===== src/rtl/seq_addsub_16b_if.sv =====
// ---------------------------------------------------------------------------
// seq_addsub_16b_if
//   Request/result bundle for the sequential adder/subtractor.
//
//   Signals (direction seen from the arithmetic unit, i.e. the slave side):
//     start  in   request, only accepted while the unit is idle
//     sub    in   0 = A+B, 1 = A-B, captured together with start
//     A, B   in   WIDTH-bit operands, captured together with start
//     busy   out  unit is working (CALC or DONE)
//     done   out  one-cycle pulse, result valid
//     S      out  WIDTH-bit result
//     C_out  out  carry out of the MSB (for subtraction 1 = no borrow)
//     Ofl    out  two's-complement signed overflow
//
//   Modports:
//     master  surrounding control logic (drives the request)
//     slave   the arithmetic unit (drives the result)
// ---------------------------------------------------------------------------
interface seq_addsub_16b_if #(
  parameter int WIDTH = 16
) ();

  logic             start;
  logic             sub;
  logic [WIDTH-1:0] A;
  logic [WIDTH-1:0] B;
  logic             busy;
  logic             done;
  logic [WIDTH-1:0] S;
  logic             C_out;
  logic             Ofl;

  modport master (
    output start, sub, A, B,
    input  busy, done, S, C_out, Ofl
  );

  modport slave (
    input  start, sub, A, B,
    output busy, done, S, C_out, Ofl
  );

endinterface : seq_addsub_16b_if


===== src/rtl/seq_addsub_16b.sv =====
// ---------------------------------------------------------------------------
// seq_addsub_16b
//   Multi-cycle WIDTH-bit adder/subtractor built from one SLICE-bit ripple
//   carry slice that is reused once per clock, LSB slice first. The carry
//   between slices lives in a register. Subtraction is done as
//   A + ~B + 1 by inverting B on capture and seeding the carry with 1.
//
//   Timing (default WIDTH=16, SLICE=4, NSL=4):
//     start edge        : IDLE -> CALC, operands captured
//     NSL CALC edges    : one slice each, last one -> DONE
//     DONE cycle        : done=1, busy=1, then back to IDLE
//   so a new request can be accepted every NSL+2 cycles.
//
//   Ports:
//     clk    in   system clock, rising edge
//     rst_n  in   asynchronous active-low reset
//     bus    slave modport of seq_addsub_16b_if (start/sub/A/B in,
//            busy/done/S/C_out/Ofl out)
//
//   Parameters:
//     WIDTH  operand/result width, must be a multiple of SLICE and must match
//            the WIDTH of the connected interface
//     SLICE  bits processed per clock
//
//   Optional build macro:
//     ADDSUB_SAT_EN  when defined, a signed overflow forces S to the signed
//                    saturation value (0x7FF..F positive, 0x80..0 negative)
//                    for the DONE cycle onward; Ofl and C_out are unchanged.
//                    When undefined, S is the wrapped modulo result.
// ---------------------------------------------------------------------------
module seq_addsub_16b #(
  parameter int WIDTH = 16,
  parameter int SLICE = 4
) (
  input  logic               clk,
  input  logic               rst_n,
  seq_addsub_16b_if.slave    bus
);

  localparam int NSL   = WIDTH / SLICE;
  localparam int CNT_W = (NSL > 1) ? $clog2(NSL) : 1;
  localparam logic [CNT_W-1:0] LAST_SL = CNT_W'(NSL - 1);

  typedef enum logic [1:0] {
    ST_IDLE = 2'd0,
    ST_CALC = 2'd1,
    ST_DONE = 2'd2
  } state_t;

  // -------------------------------------------------------------------------
  // State
  // -------------------------------------------------------------------------
  state_t           state_q, state_d;
  logic [WIDTH-1:0] opa_q,   opa_d;    // operand A as captured
  logic [WIDTH-1:0] opb_q,   opb_d;    // operand B, already inverted for sub
  logic             carry_q, carry_d;  // carry between slices
  logic [CNT_W-1:0] cnt_q,   cnt_d;    // index of the slice being processed
  logic [WIDTH-1:0] s_q,     s_d;
  logic             c_out_q, c_out_d;
  logic             ofl_q,   ofl_d;

  // -------------------------------------------------------------------------
  // The single ripple-carry slice
  // -------------------------------------------------------------------------
  logic [SLICE-1:0] slice_a;
  logic [SLICE-1:0] slice_b;
  logic [SLICE:0]   slice_sum;
  logic             ofl_w;

  assign slice_a   = opa_q[int'(cnt_q)*SLICE +: SLICE];
  assign slice_b   = opb_q[int'(cnt_q)*SLICE +: SLICE];
  assign slice_sum = {1'b0, slice_a} + {1'b0, slice_b} + {{SLICE{1'b0}}, carry_q};

  // Only meaningful on the last slice, where slice_sum[SLICE-1] is the MSB of
  // the full result. Both operand MSBs are the effective ones (B inverted for
  // subtraction), so the same rule covers add and subtract.
  assign ofl_w = (opa_q[WIDTH-1] == opb_q[WIDTH-1]) &&
                 (slice_sum[SLICE-1] != opa_q[WIDTH-1]);

`ifdef ADDSUB_SAT_EN
  // Overflow sign follows the operands: two positives overflow upward.
  localparam logic [WIDTH-1:0] SAT_POS = {1'b0, {(WIDTH-1){1'b1}}};
  localparam logic [WIDTH-1:0] SAT_NEG = {1'b1, {(WIDTH-1){1'b0}}};
`endif

  // -------------------------------------------------------------------------
  // Next-state and datapath update
  // -------------------------------------------------------------------------
  always_comb begin
    // NOTE: every signal driven here gets a default first so that no path
    // through the case leaves it unassigned, which would infer a latch.
    state_d = state_q;
    opa_d   = opa_q;
    opb_d   = opb_q;
    carry_d = carry_q;
    cnt_d   = cnt_q;
    s_d     = s_q;
    c_out_d = c_out_q;
    ofl_d   = ofl_q;

    unique case (state_q)
      ST_IDLE: begin
        if (bus.start) begin
          opa_d   = bus.A;
          opb_d   = bus.B ^ {WIDTH{bus.sub}};
          carry_d = bus.sub;
          cnt_d   = '0;
          state_d = ST_CALC;
        end
      end

      ST_CALC: begin
        s_d[int'(cnt_q)*SLICE +: SLICE] = slice_sum[SLICE-1:0];
        carry_d = slice_sum[SLICE];
        cnt_d   = cnt_q + 1'b1;
        if (cnt_q == LAST_SL) begin
          c_out_d = slice_sum[SLICE];
          ofl_d   = ofl_w;
`ifdef ADDSUB_SAT_EN
          if (ofl_w) begin
            s_d = opa_q[WIDTH-1] ? SAT_NEG : SAT_POS;
          end
`endif
          cnt_d   = '0;
          state_d = ST_DONE;
        end
      end

      ST_DONE: begin
        state_d = ST_IDLE;
      end

      default: begin
        state_d = ST_IDLE;
      end
    endcase
  end

  // -------------------------------------------------------------------------
  // Registers
  // -------------------------------------------------------------------------
  // NOTE: the operand, carry and counter registers are reset along with the
  // outputs so that a reset mid-operation leaves no stale partial state.
  always_ff @(posedge clk or negedge rst_n) begin
    if (!rst_n) begin
      state_q <= ST_IDLE;
      opa_q   <= '0;
      opb_q   <= '0;
      carry_q <= 1'b0;
      cnt_q   <= '0;
      s_q     <= '0;
      c_out_q <= 1'b0;
      ofl_q   <= 1'b0;
    end else begin
      // NOTE: non-blocking assignments here so every register samples the
      // values computed from the previous state, independent of order.
      state_q <= state_d;
      opa_q   <= opa_d;
      opb_q   <= opb_d;
      carry_q <= carry_d;
      cnt_q   <= cnt_d;
      s_q     <= s_d;
      c_out_q <= c_out_d;
      ofl_q   <= ofl_d;
    end
  end

  // -------------------------------------------------------------------------
  // Outputs
  // -------------------------------------------------------------------------
  assign bus.busy  = (state_q == ST_CALC) || (state_q == ST_DONE);
  assign bus.done  = (state_q == ST_DONE);
  assign bus.S     = s_q;
  assign bus.C_out = c_out_q;
  assign bus.Ofl   = ofl_q;

endmodule : seq_addsub_16b


===== src/flat_wrapper.sv =====
// flat-port wrapper written by rule: the top's interface ports become plain ports
module seq_addsub_16b_flat 
#(
  parameter int WIDTH = 16,
  parameter int SLICE = 4
)
  (clk, rst_n, bus_start, bus_sub, bus_A, bus_B, bus_busy, bus_done, bus_S, bus_C_out, bus_Ofl);
  seq_addsub_16b_if #(.WIDTH(WIDTH)) bus_i ();
  input  logic clk;
  input  logic rst_n;
  input wire logic [$bits(bus_i.start)-1:0] bus_start;
  input wire logic [$bits(bus_i.sub)-1:0] bus_sub;
  input wire logic [$bits(bus_i.A)-1:0] bus_A;
  input wire logic [$bits(bus_i.B)-1:0] bus_B;
  output wire logic [$bits(bus_i.busy)-1:0] bus_busy;
  output wire logic [$bits(bus_i.done)-1:0] bus_done;
  output wire logic [$bits(bus_i.S)-1:0] bus_S;
  output wire logic [$bits(bus_i.C_out)-1:0] bus_C_out;
  output wire logic [$bits(bus_i.Ofl)-1:0] bus_Ofl;
  assign bus_i.start = bus_start;
  assign bus_i.sub = bus_sub;
  assign bus_i.A = bus_A;
  assign bus_i.B = bus_B;
  assign bus_busy = bus_i.busy;
  assign bus_done = bus_i.done;
  assign bus_S = bus_i.S;
  assign bus_C_out = bus_i.C_out;
  assign bus_Ofl = bus_i.Ofl;
  seq_addsub_16b #(.WIDTH(WIDTH), .SLICE(SLICE)) u_core (.clk(clk), .rst_n(rst_n), .bus(bus_i));
endmodule

===== config.mk =====
export PLATFORM = sky130hd
export DESIGN_NAME = seq_addsub_16b_flat
export DESIGN_NICKNAME = d
export VERILOG_FILES = /design/src/rtl/seq_addsub_16b_if.sv /design/src/rtl/seq_addsub_16b.sv /design/src/flat_wrapper.sv
export SDC_FILE = /design/constraint.sdc
export NUM_CORES = 1
export LEC_CHECK = 0
export CORE_ASPECT_RATIO = 2
export CORE_MARGIN = 5
export CORE_UTILIZATION = 35
export DETAILED_ROUTE_END_ITERATION = 10
export PLACE_DENSITY_LB_ADDON = 0.2
export SLEW_MARGIN = 0
export SYNTH_ARGS = -nofsm -noshare
export SYNTH_HDL_FRONTEND = slang
export SYNTH_SLANG_ARGS = --single-unit

===== constraint.sdc =====
create_clock -name clk -period 6.9 [get_ports clk]
set_clock_uncertainty 0.1 [all_clocks]
set_input_delay 2.07 -clock clk [delete_from_list [all_inputs] [get_ports clk]]
set_output_delay 2.07 -clock clk [all_outputs]
set_load 0.01 [all_outputs]

== Word level (Yosys, flattened, before mapping) ==
Index checks and enable logic that the tools add are counted.

* Flip-flop bits (word level): 55
* Input bits: 36
* Output and inout bits: 20

* Add/sub/neg operators: 4
* Eq/ne operators: 7
* Shift operators: 4
* Mux-type cells: 9
* Bitwise gates (word level): 1
* Reductions and logical operators: 8

{| class="wikitable"
|+ Operator list
! kind !! number
|-
| 4-bit negator with 33-bit output || 1
|-
| 4-bit by 33-bit variable shift with 16-bit output (first input constant) || 1
|-
| 4-bit by 33-bit variable part select with 16-bit output || 1
|-
| 16-bit by 5-bit variable part select with 4-bit output || 2
|-
| 16-bit bitwise mux || 1
|-
| 16-bit XOR || 1
|-
| 2-bit 2-to-1 mux || 4
|-
| 2-bit case mux with 2 select lines || 2
|-
| 2-bit AND reduction || 4
|-
| 4-bit by 4-bit adder with 5-bit output || 1
|-
| 5-bit by 1-bit adder with 5-bit output || 1
|-
| 2-bit == test (second input constant) || 2
|-
| 2-bit by 1-bit adder with 2-bit output (second input constant) || 1
|-
| 2-bit by 1-bit == test with 1-bit output (second input constant) || 1
|-
| 2-bit logical NOT || 1
|-
| 2-bit by 1-bit != test with 1-bit output (second input constant) || 1
|-
| 2-bit != test (second input constant) || 1
|-
| 1-bit case mux with 2 select lines || 1
|-
| 2-bit nonzero test || 1
|-
| 1-bit == test || 1
|-
| 1-bit logical AND || 1
|-
| 1-bit logical OR || 1
|-
| 1-bit 2-to-1 mux || 1
|-
| 1-bit != test || 1
|}

== Longest topological paths before layout ==
Gate-level depths: netlist of run 1.

* Depth in word-level cells: 5
* Mapped depth: 9
* Mapped depth without buffers: 7

== Worst setup path before layout of run 1 ==
No wires, ideal clock.

* Kind: input-to-reg
* From: input bus_start
* To: register u_core.opa_q[10]
* Data arrival time: 2693 ps
* Required time: 6675 ps
* Path slack: 3982 ps
* Cell stages on the path: 3
* Path buffers: 1
* Path through: nand2_1 > buf_2 > mux2_2

* Longest elaborated chain between the ends: 1

{| class="wikitable"
|+ Ends and longest elaborated chain
! what !! RTL line !! text
|-
| start: declaration || flat_wrapper.sv:11 || <nowiki>input wire logic [$bits(bus_i.start)-1:0] bus_start;</nowiki>
|-
| 2-bit AND reduction (no line) || n/a ||
|-
| end signal: assignment || seq_addsub_16b.sv:158 || <nowiki>opa_q <= opa_d;</nowiki>
|-
| end: declaration || seq_addsub_16b.sv:54 || <nowiki>logic [WIDTH-1:0] opa_q, opa_d;</nowiki>
|}

No other way between the ends.
A chain may end at the register's enable or synchronous reset.

== Worst setup path in the final report of run 1 ==
* From: register u_core.state_q[1]
* To: output bus_busy

* Longest elaborated chain between the ends: 2
* Elaborated cells between the ends (all ways): 3
* Classes of those cells: eq/ne (2); reduce/logical (1)

{| class="wikitable"
|+ Ends and longest elaborated chain
! what !! RTL line !! text
|-
| start: declaration || seq_addsub_16b.sv:53 || <nowiki>state_t state_q, state_d;</nowiki>
|-
| start signal: assignment || seq_addsub_16b.sv:157 || <nowiki>state_q <= state_d;</nowiki>
|-
| 2-bit by 1-bit == test with 1-bit output or 2-bit == test (tied branches) || seq_addsub_16b.sv:171 || <nowiki>assign bus.busy = (state_q == ST_CALC) || (state_q == ST_DONE);</nowiki>
|-
| 1-bit logical OR * || seq_addsub_16b.sv:171 ||
|-
| end: declaration || flat_wrapper.sv:15 || <nowiki>output wire logic [$bits(bus_i.busy)-1:0] bus_busy;</nowiki>
|}

Every way passes the cells marked *; elsewhere a longest branch is shown, timed or not.

==> results of run 1 <==
## worst paths after layout
kind | from | to | slack [ns] | depth (start not counted)
max | u_core.state_q[1] | bus_busy | 3.16 | 3
min | u_core.opb_q[11] | u_core.opb_q[11] | 0.37 | 2
max reg2reg | u_core.cnt_q[0] | u_core.bus.S[2] | 4.04 | 7
min reg2reg | u_core.opb_q[11] | u_core.opb_q[11] | 0.37 | 2
max in group asynchronous | rst_n | u_core.opa_q[5] | 4.44 | 2
min in group asynchronous | rst_n | u_core.opb_q[4] | 1.80 | 2
## cell type report
cell class              instances  area [um^2]  area share, %
flip-flops and latches         55         1380           39.3
well taps                      94          118           3.36
clock buffers                   7          143           4.07
inverters                       7         26.3          0.751
repair buffers                 58          568           16.2
multi-input cells             153         1260           36.0
clock inverters                 1         8.76          0.250
## kinds of logic after synthesis
kind of cell	share of synthesized area, %
AO/OA/AOI/OAI	12.0
XOR/XNOR	5.74
adder cells (fa/ha/maj)	6.92
buffers and inverters	4.01
flip-flops	50.1
multiplexers	13.1
AND/OR/NAND/NOR	8.11
## synth_stat cells (4+ instances only)
cell type   n
nand2_1    31
buf_2       4
ha_1       12
dfrtp_1    55
mux2_2     16
xnor2_1    17
nor2_1      5
o21ai_0    21
a21oi_1     6
mux4_2      8
inv_1       7
a22o_1     13
## placed cells by master, fill, tap and decap left out, types with 2 or more instances in the layout
master	netlist	routed
clkbuf_16	0	5
xnor2_1	17	17
inv_1	7	7
a32o_1	2	2
nand2b_1	2	2
nand3_1	3	3
o21ai_0	21	21
nand2_1	31	31
mux2_2	16	16
nor2_1	5	5
dfrtp_1	55	55
and4_1	2	2
ha_1	12	12
mux4_2	8	8
a22o_1	13	13
a21oi_1	6	6
clkdlybuf4s50_1	0	54
fa_1	2	2
buf_4	3	3
## flip-flops by register name, summed over array words and instances (netlist names)
| signal | count |
|---|---|
| u_core.bus.Ofl | 1 |
| u_core.bus.S | 16 |
| u_core.carry_q | 1 |
| u_core.opb_q | 16 |
| u_core.opa_q | 16 |
| u_core.state_q | 2 |
| u_core.bus.C_out | 1 |
| u_core.cnt_q | 2 |
## power by group through the flow
stage	Sequential (W)	Combinational (W)	Clock, W
2_1_floorplan	0.000551	0.000610	0
3_3_place_gp	0.000559	0.000885	0
3_5_place_dp	0.000565	0.000894	0
4_1_cts	0.000558	0.000898	0.000266
5_1_grt	0.000578	0.000969	0.000280
6_report	0.000555	0.000881	0.000260
## through the flow
stage / cell area (um^2) / instances / hold slack [ns] / utilization [%]
after CTS: 3500 / 375 / 0.381 / 45.7
after detailed placement: 3350 / 367 / 0.365 / 43.7
after global placement: 3350 / 367 / 0.357 / 43.7
after floorplan: 2750 / 226 / 0.344 / -
final: 3500 / 375 / 0.371 / 45.7
after global routing: 3500 / 375 / 0.413 / 45.7
## layer usage
layer  vias to the layer above  GRT usage (%)  part of all wire, %  wire length (um)
li1                        901              -                    -                 -
met1                       908           13.9                   37              2140
met2                        36           22.8                   57              3260
met3                         6           2.23                  3.8               216
met4                         0           4.31                  1.6                94
met5                         -              0                    0                 0
## tightest hold or removal path: stages (launching register included)
cell and delay [ns]:
dfrtp_1 0.34, nand2_1 0.05, o21ai_0 0.06
==> results.cfg, run 1 <==
[worst_setup_path]
slowest_delay_ns = 0.53
start_kind = flop
cp_num_buf_inv = 2
cp.required_ns = 4.73
cp_slowest_cell = clkdlybuf4s50_1
critPathKind = flop to primary output
cp_max_fo = 3
cp_data_arrival_time_ns = 1.57
cpLargestDelayFamily = buffers and inverters
cp-end-kind = primary output
path_cells = inv_1 > ha_1 > clkdlybuf4s50_1

[clock_tree]
clkSlewWorstSetupHoldPaths_ns = 0.07
htree_levels = 2
clk_latency_ns = 0.29
cts_root_buf = clkbuf_16
cts_made_buffers = 5
ctsResizeCount = 0
postCtsHoldBufs = 0
tritoncts = yes
cts_buffer_depth = 2
cts_setup_buffers = 0
cts_sinks = 55

[sta]
tightest_slew_ns = 0.906
worst_slack_ns = 3.16
final.setup.tns_ns = 0
setup_viol = 0
rsz0062_at_grt = no
slew_violations = 0
finalCritPeriodShare_pct = 54.2
slew_headroom_pct = 39.4
finalCriticalPeriod_ns = 3.74
final-hold-violation-count = 0
fmax_ghz = 0.267

[logic_synthesis]
synth_edf_count = 0
yosysSeqAreaShare_pct = 50.1
yosysTopAreaCellShare_pct = 50.1
yosysWarnings = 0
async_flop_share_pct = 100
syn-num-nets = 276
syn_area_per_cell_um2 = 12.2
yosysUniqueCellTypes = 34
synth_top_area_cell = dfrtp_1
synth_area_leaders = dfrtp_1 (50%), mux2_2 (6.6%), mux4_2 (6.6%), ha_1 (5.5%), xnor2_1 (5.4%)
synth_ff_type = dfrtp_1
netlist_instances = 226
synth_area_mm2 = 0.00275
ys_ff_latch = 55

[global_route]
grt_max_degree = 56
grt_pass1_vias = 1874
grt_pass1_wl_mm = 9.36
antenna_found_initial = 0
overflow = 0
grt_usage_pct = 12.4

[die]
placementRows = 45
dieWidth_um = 72.7
design.core.area_mm2 = 0.00766
ioPinCount = 56
initial_core_util_pct = 35.9
dieHeight_um = 135
die_area_mm2 = 0.00983

[power_and_ir_drop]
seqPwrFrac_pct = 32.7
p_int_w = 0.00103
leakagePower_nw = 1.49
p_clk_share_pct = 15.3
totalPowerFinal_w = 0.00170
p_comb_share_pct = 51.9
switching_share_pct = 39.3
peakVddDrop_mv = 0.208
p_sw_w = 0.000667
powerDensity_mw_per_mm2 = 484

[finish]
area_delta_synth_final_pct = 27.4
fillers = 757
antennaDiodeCount = 0
nets = 330
drive_above_1_share_pct = 13.2

[routing]
drc = 0
drt_iter0_drc = 60
wl_mm = 5.71
ant_nets = 0
vias = 1851
drt-pass1-iter-count = 4
routedWlPerCell_um = 15.2
routed_via_density = 4.94

[placement]
gp_congestion = 0.726
portBuffers = 55
pre_cts_ws_ns = 3.11
place_hpwl_mm = 4.30

[worst_hold_path]
hold_path.class = flop to flop

[job]
drv_cap = 0

[outcome]
status = completed
(Power assumes the default switching activity.)
==> run 2: changes to the inputs <==
- clock period: 6.9 -> 3.1 ns (I/O delays scaled with it)
==> run 2 against run 1 <==
Final area is 0.68% higher. Largest cell class unchanged. Via count is 0.65% higher. Non-clock buffer count is 4 higher. Wire length is 3.4% higher. Largest power group unchanged.
==> results.cfg, run 2 (synthesis results as in run 1) <==
[sta]
finalCritPeriodShare_pct = 86.8
slew_headroom_pct = 53.5
finalCriticalPeriod_ns = 2.69
slew_violations = 0
final.setup.tns_ns = 0
tightest_slew_ns = 0.697
rsz0062_at_grt = no
final-hold-violation-count = 0
setup_viol = 0
fmax_ghz = 0.372

[routing]
routed_via_density = 4.94
ant_nets = 0
vias = 1863
drt-pass1-iter-count = 4
drt_iter0_drc = 58
routedWlPerCell_um = 15.6
wl_mm = 5.90
drc = 0

[placement]
gp_congestion = 0.809
place_hpwl_mm = 4.69
portBuffers = 55

[clock_tree]
clkSlewWorstSetupHoldPaths_ns = 0.06
clk_latency_ns = 0.29
tritoncts = yes
postCtsHoldBufs = 0
ctsResizeCount = 0
cts_root_buf = clkbuf_16
cts_buffer_depth = 2
cts_made_buffers = 5
cts_setup_buffers = 0
cts_sinks = 55
htree_levels = 2

[worst_setup_path]
reg2reg_from = u_core.cnt_q[0]
cp.required_ns = 3.21
cp_max_fo = 5
ff2ff_path_depth = 6
startpoint = u_core.cnt_q[0]
r2r-end = u_core.bus.S[2]
start_kind = flop
reg2reg_slack_ns = 0.41
cp_data_arrival_time_ns = 2.80
setup.worst_path.end = u_core.bus.S[2]
cp-end-kind = flop
critPathKind = flop to flop

[power_and_ir_drop]
p_sw_w = 0.00148
powerDensity_mw_per_mm2 = 1070
peakVddDrop_mv = 0.390
p_comb_share_pct = 52.6
p_clk_share_pct = 13.8
switching_share_pct = 39.2
p_int_w = 0.00230
leakagePower_nw = 1.50
totalPowerFinal_w = 0.00378
seqPwrFrac_pct = 33.6

[die]
placementRows = 45
ioPinCount = 56
die_area_mm2 = 0.00983
dieWidth_um = 72.7
dieHeight_um = 135
design.core.area_mm2 = 0.00766
initial_core_util_pct = 35.9

[finish]
final_common_cell = dfrtp_1
area_delta_synth_final_pct = 28.3
nets = 334
antennaDiodeCount = 0
final_cell_mix = dfrtp_1 (55), clkdlybuf4s50_1 (54), nand2_1 (31), o21ai_0 (21), xnor2_1 (17)
utilization_pct = 46.0
drive_above_1_share_pct = 14.1

[global_route]
grt_usage_pct = 13.0
grt_pass1_wl_mm = 9.83
grt_max_degree = 56
grt_pass1_vias = 1995
overflow = 0
antenna_found_initial = 0

[worst_hold_path]
hold_path.class = flop to flop

[job]
drv_cap = 0

[outcome]
status = completed
[run 2: changes by cell type in the layout (fill, tap and decap cells not counted)]
| cell | before | now |
|---|---|---|
| buf_4 | 3 | 6 |
| clkinvlp_4 | 0 | 1 |
| clkbuf_8 | 1 | 0 |
| buf_12 | 0 | 1 |
| clkbuf_1 | 1 | 0 |
| clkinv_4 | 1 | 0 |
[run 2: cell type report]
class | count | area [um^2]
inverter | 7 | 26.3
sequential | 55 | 1380
clock inverter | 1 | 7.51
clock buffer | 5 | 125
multi-input combinational | 153 | 1260
fill | 764 | 4130
timing repair buffer | 62 | 611
tap | 94 | 118
[run 2: power by group through the flow]
stage          Clock (W)  Sequential [W]  Combinational [W]
6_report        0.000521         0.00127            0.00199
5_1_grt         0.000563         0.00131            0.00218
4_1_cts         0.000541         0.00128            0.00201
3_5_place_dp           0         0.00129            0.00200
3_3_place_gp           0         0.00128            0.00196
2_1_floorplan          0         0.00123            0.00136
[run 2: worst min path at each step]
stage	end	startpoint	depth (start not counted)	slack (ns)
detailed placement	u_core.opb_q[7]	u_core.opb_q[7]	2	0.37
global route	u_core.bus.S[2]	u_core.bus.S[2]	2	0.43
floorplan	u_core.opb_q[12]	u_core.opb_q[12]	2	0.34
CTS	u_core.opb_q[7]	u_core.opb_q[7]	2	0.38
global placement	u_core.opb_q[10]	u_core.opb_q[10]	2	0.36
finish	u_core.opb_q[7]	u_core.opb_q[7]	2	0.38
[run 2: through the flow]
stage               instances  setup slack (ns)  hold slack [ns]  area (um^2)
finish                    377             0.410            0.377         3520
global route              377             0.289            0.429         3520
CTS                       377             0.395            0.382         3520
detailed placement        371             0.418            0.367         3390
global placement          371             0.474            0.357         3390
floorplan                 226             0.496            0.344         2750
[run 2: per-layer routing]
metal | GRT usage [%] | up-vias | wire length, um
met3 | 2.53 | 12 | 265
met4 | 5.65 | 0 | 167
met2 | 24.3 | 51 | 3450
li1 | - | 907 | -
met1 | 13.5 | 893 | 2010
met5 | 0 | - | 0
[run 2: worst max-delay path, stage by stage (launching register included)]
cell     delay (ns)
dfrtp_1        0.47
mux4_2         0.56
fa_1           0.45
fa_1           0.42
xor2_1         0.39
nand2_1        0.08
o21ai_0        0.14
==> run 3: changes to the inputs <==
- GPL_ROUTABILITY_DRIVEN: not set -> 0
- MAX_ROUTING_LAYER: not set -> met4
==> run 3 against run 2 <==
Fmax grew 0.25%. First-iteration DRC count grew 3.4%. Setup slack gained 0.0068 ns. Power is essentially flat. Cell count is the same. Clock power is essentially flat. Global-route usage grew 0.36 points. Utilization is the same. Highest routed layer unchanged. Critical endpoint unchanged.
==> results.cfg, run 3 (synthesis results as in run 1) <==
[routing]
drt-pass1-iter-count = 4
routedWlPerCell_um = 15.6
ant_nets = 0
drc = 0
drt_iter0_drc = 60
wl_mm = 5.90
vias = 1870
met3_length_um = 269
top_layer = met4
routed_via_density = 4.96
wl_met2_mm = 3.44
met1_length_mm = 2.02

[worst_setup_path]
cp.required_ns = 3.21
path_common_cell = fa_1
reg2reg_from = u_core.cnt_q[0]
slowest_delay_ns = 0.56
startpoint = u_core.cnt_q[0]
cp_slowest_cell = mux4_2
start_kind = flop
critPathKind = flop to flop
cp_num_buf_inv = 0
path_cells = mux4_2 > fa_1 > fa_1 > xor2_1 > nand2_1 > o21ai_0
cp_data_arrival_time_ns = 2.79
cpLargestDelayFamily = adder cells
cp_max_fo = 5
cp-end-kind = flop

[finish]
area_delta_synth_final_pct = 28.3
antennaDiodeCount = 0
nets = 334
drive_above_1_share_pct = 14.1
final_cell_mix = dfrtp_1 (55), clkdlybuf4s50_1 (54), nand2_1 (31), o21ai_0 (21), xnor2_1 (17)
regArea_mm2 = 0.00138
final_common_cell = dfrtp_1
fillers = 764
fin_cells = 377
multiInputGateArea_mm2 = 0.00126

[sta]
setup_viol = 0
final-hold-violation-count = 0
final.setup.tns_ns = 0
slew_violations = 0
finalCriticalPeriod_ns = 2.68
rsz0062_at_grt = no
tightest_slew_ns = 0.701
finalCritPeriodShare_pct = 86.6
slew_headroom_pct = 53.2
fmax_ghz = 0.373

[worst_hold_path]
hold_path.class = flop to flop
min_from = u_core.opb_q[7]

[clock_tree]
cts_buffer_depth = 2
postCtsHoldBufs = 0
cts_setup_buffers = 0
clkSlewWorstSetupHoldPaths_ns = 0.06
htree_levels = 2
clk_latency_ns = 0.29
tritoncts = yes
cts_root_buf = clkbuf_16
ctsResizeCount = 0
cts_made_buffers = 5
cts_sinks = 55

[global_route]
grt_usage_pct = 13.3
antenna_found_initial = 0
grt_pass1_wl_mm = 9.83
overflow = 0
grt_max_degree = 56
grt_pass1_vias = 1983

[power_and_ir_drop]
switching_share_pct = 39.2
p_comb_share_pct = 52.6
powerDensity_mw_per_mm2 = 1070
p_clk_share_pct = 13.8
p_int_w = 0.00230
peakVddDrop_mv = 0.391
p_sw_w = 0.00148
leakagePower_nw = 1.50
seqPwrFrac_pct = 33.6

[outcome]
status = completed

[die]
initial_core_util_pct = 35.9
design.core.area_mm2 = 0.00766
dieWidth_um = 72.7
placementRows = 45
ioPinCount = 56
die_area_mm2 = 0.00983
dieHeight_um = 135

[placement]
place_hpwl_mm = 4.69
portBuffers = 55
dp.cells = 371

[job]
drv_cap = 0
run 3: cell counts in the layout (fill, tap and decap cells not counted):
No cell type changed its count.
run 3: per-stage QoR:
stage,hold slack (ns),power (W),area (um^2),setup WS [ns],util [%]
3_3_place_gp,0.357,0.00324,3390,0.474,44.3
5_1_grt,0.429,0.00406,3520,0.289,46.0
2_1_floorplan,0.344,0.00258,2750,0.496,-
6_report,0.377,0.00377,3520,0.417,46.0
4_1_cts,0.382,0.00383,3520,0.395,46.0
3_5_place_dp,0.367,0.00329,3390,0.418,44.3
run 3: tightest hold or removal path, stage by stage (launching register included):
cell and delay (ns):
dfrtp_1 0.34, nand2_1 0.04, o21ai_0 0.06
run 3: worst paths after layout:
| check | endpoint | slack (ns) | depth (start not counted) |
|---|---|---|---|
| max in group asynchronous | u_core.bus.S[6] | 1.75 | 2 |
| min in group asynchronous | u_core.opb_q[11] | 0.66 | 2 |
| max | u_core.bus.S[2] | 0.42 | 6 |
| max reg2reg | u_core.bus.S[2] | 0.42 | 6 |
| min | u_core.opb_q[7] | 0.38 | 2 |
| min reg2reg | u_core.opb_q[7] | 0.38 | 2 |
run 3: routing by layer:
layer | GRT usage [%] | up-vias
met1 | 13.6 | 899
met4 | 5.65 | 0
met5 | - | -
li1 | - | 908
met2 | 24.2 | 51
met3 | 2.53 | 12
run 3: power by group through the flow:
stage	logic [W]	clock network, W	registers, W
5_1_grt	0.00218	0.000563	0.00131
3_5_place_dp	0.00200	0	0.00129
3_3_place_gp	0.00196	0	0.00128
2_1_floorplan	0.00136	0	0.00123
4_1_cts	0.00201	0.000541	0.00128
6_report	0.00199	0.000521	0.00127
run 3: final cells by class:
| type | instances | share of cell area [%] |
|---|---|---|
| inverters | 7 | 0.745 |
| flip-flops and latches | 55 | 39.0 |
| multi-input cells | 153 | 35.8 |
| repair buffers | 62 | 17.3 |
| well taps | 94 | 3.34 |
| clock inverters | 1 | 0.213 |
| clock buffers | 5 | 3.55 |
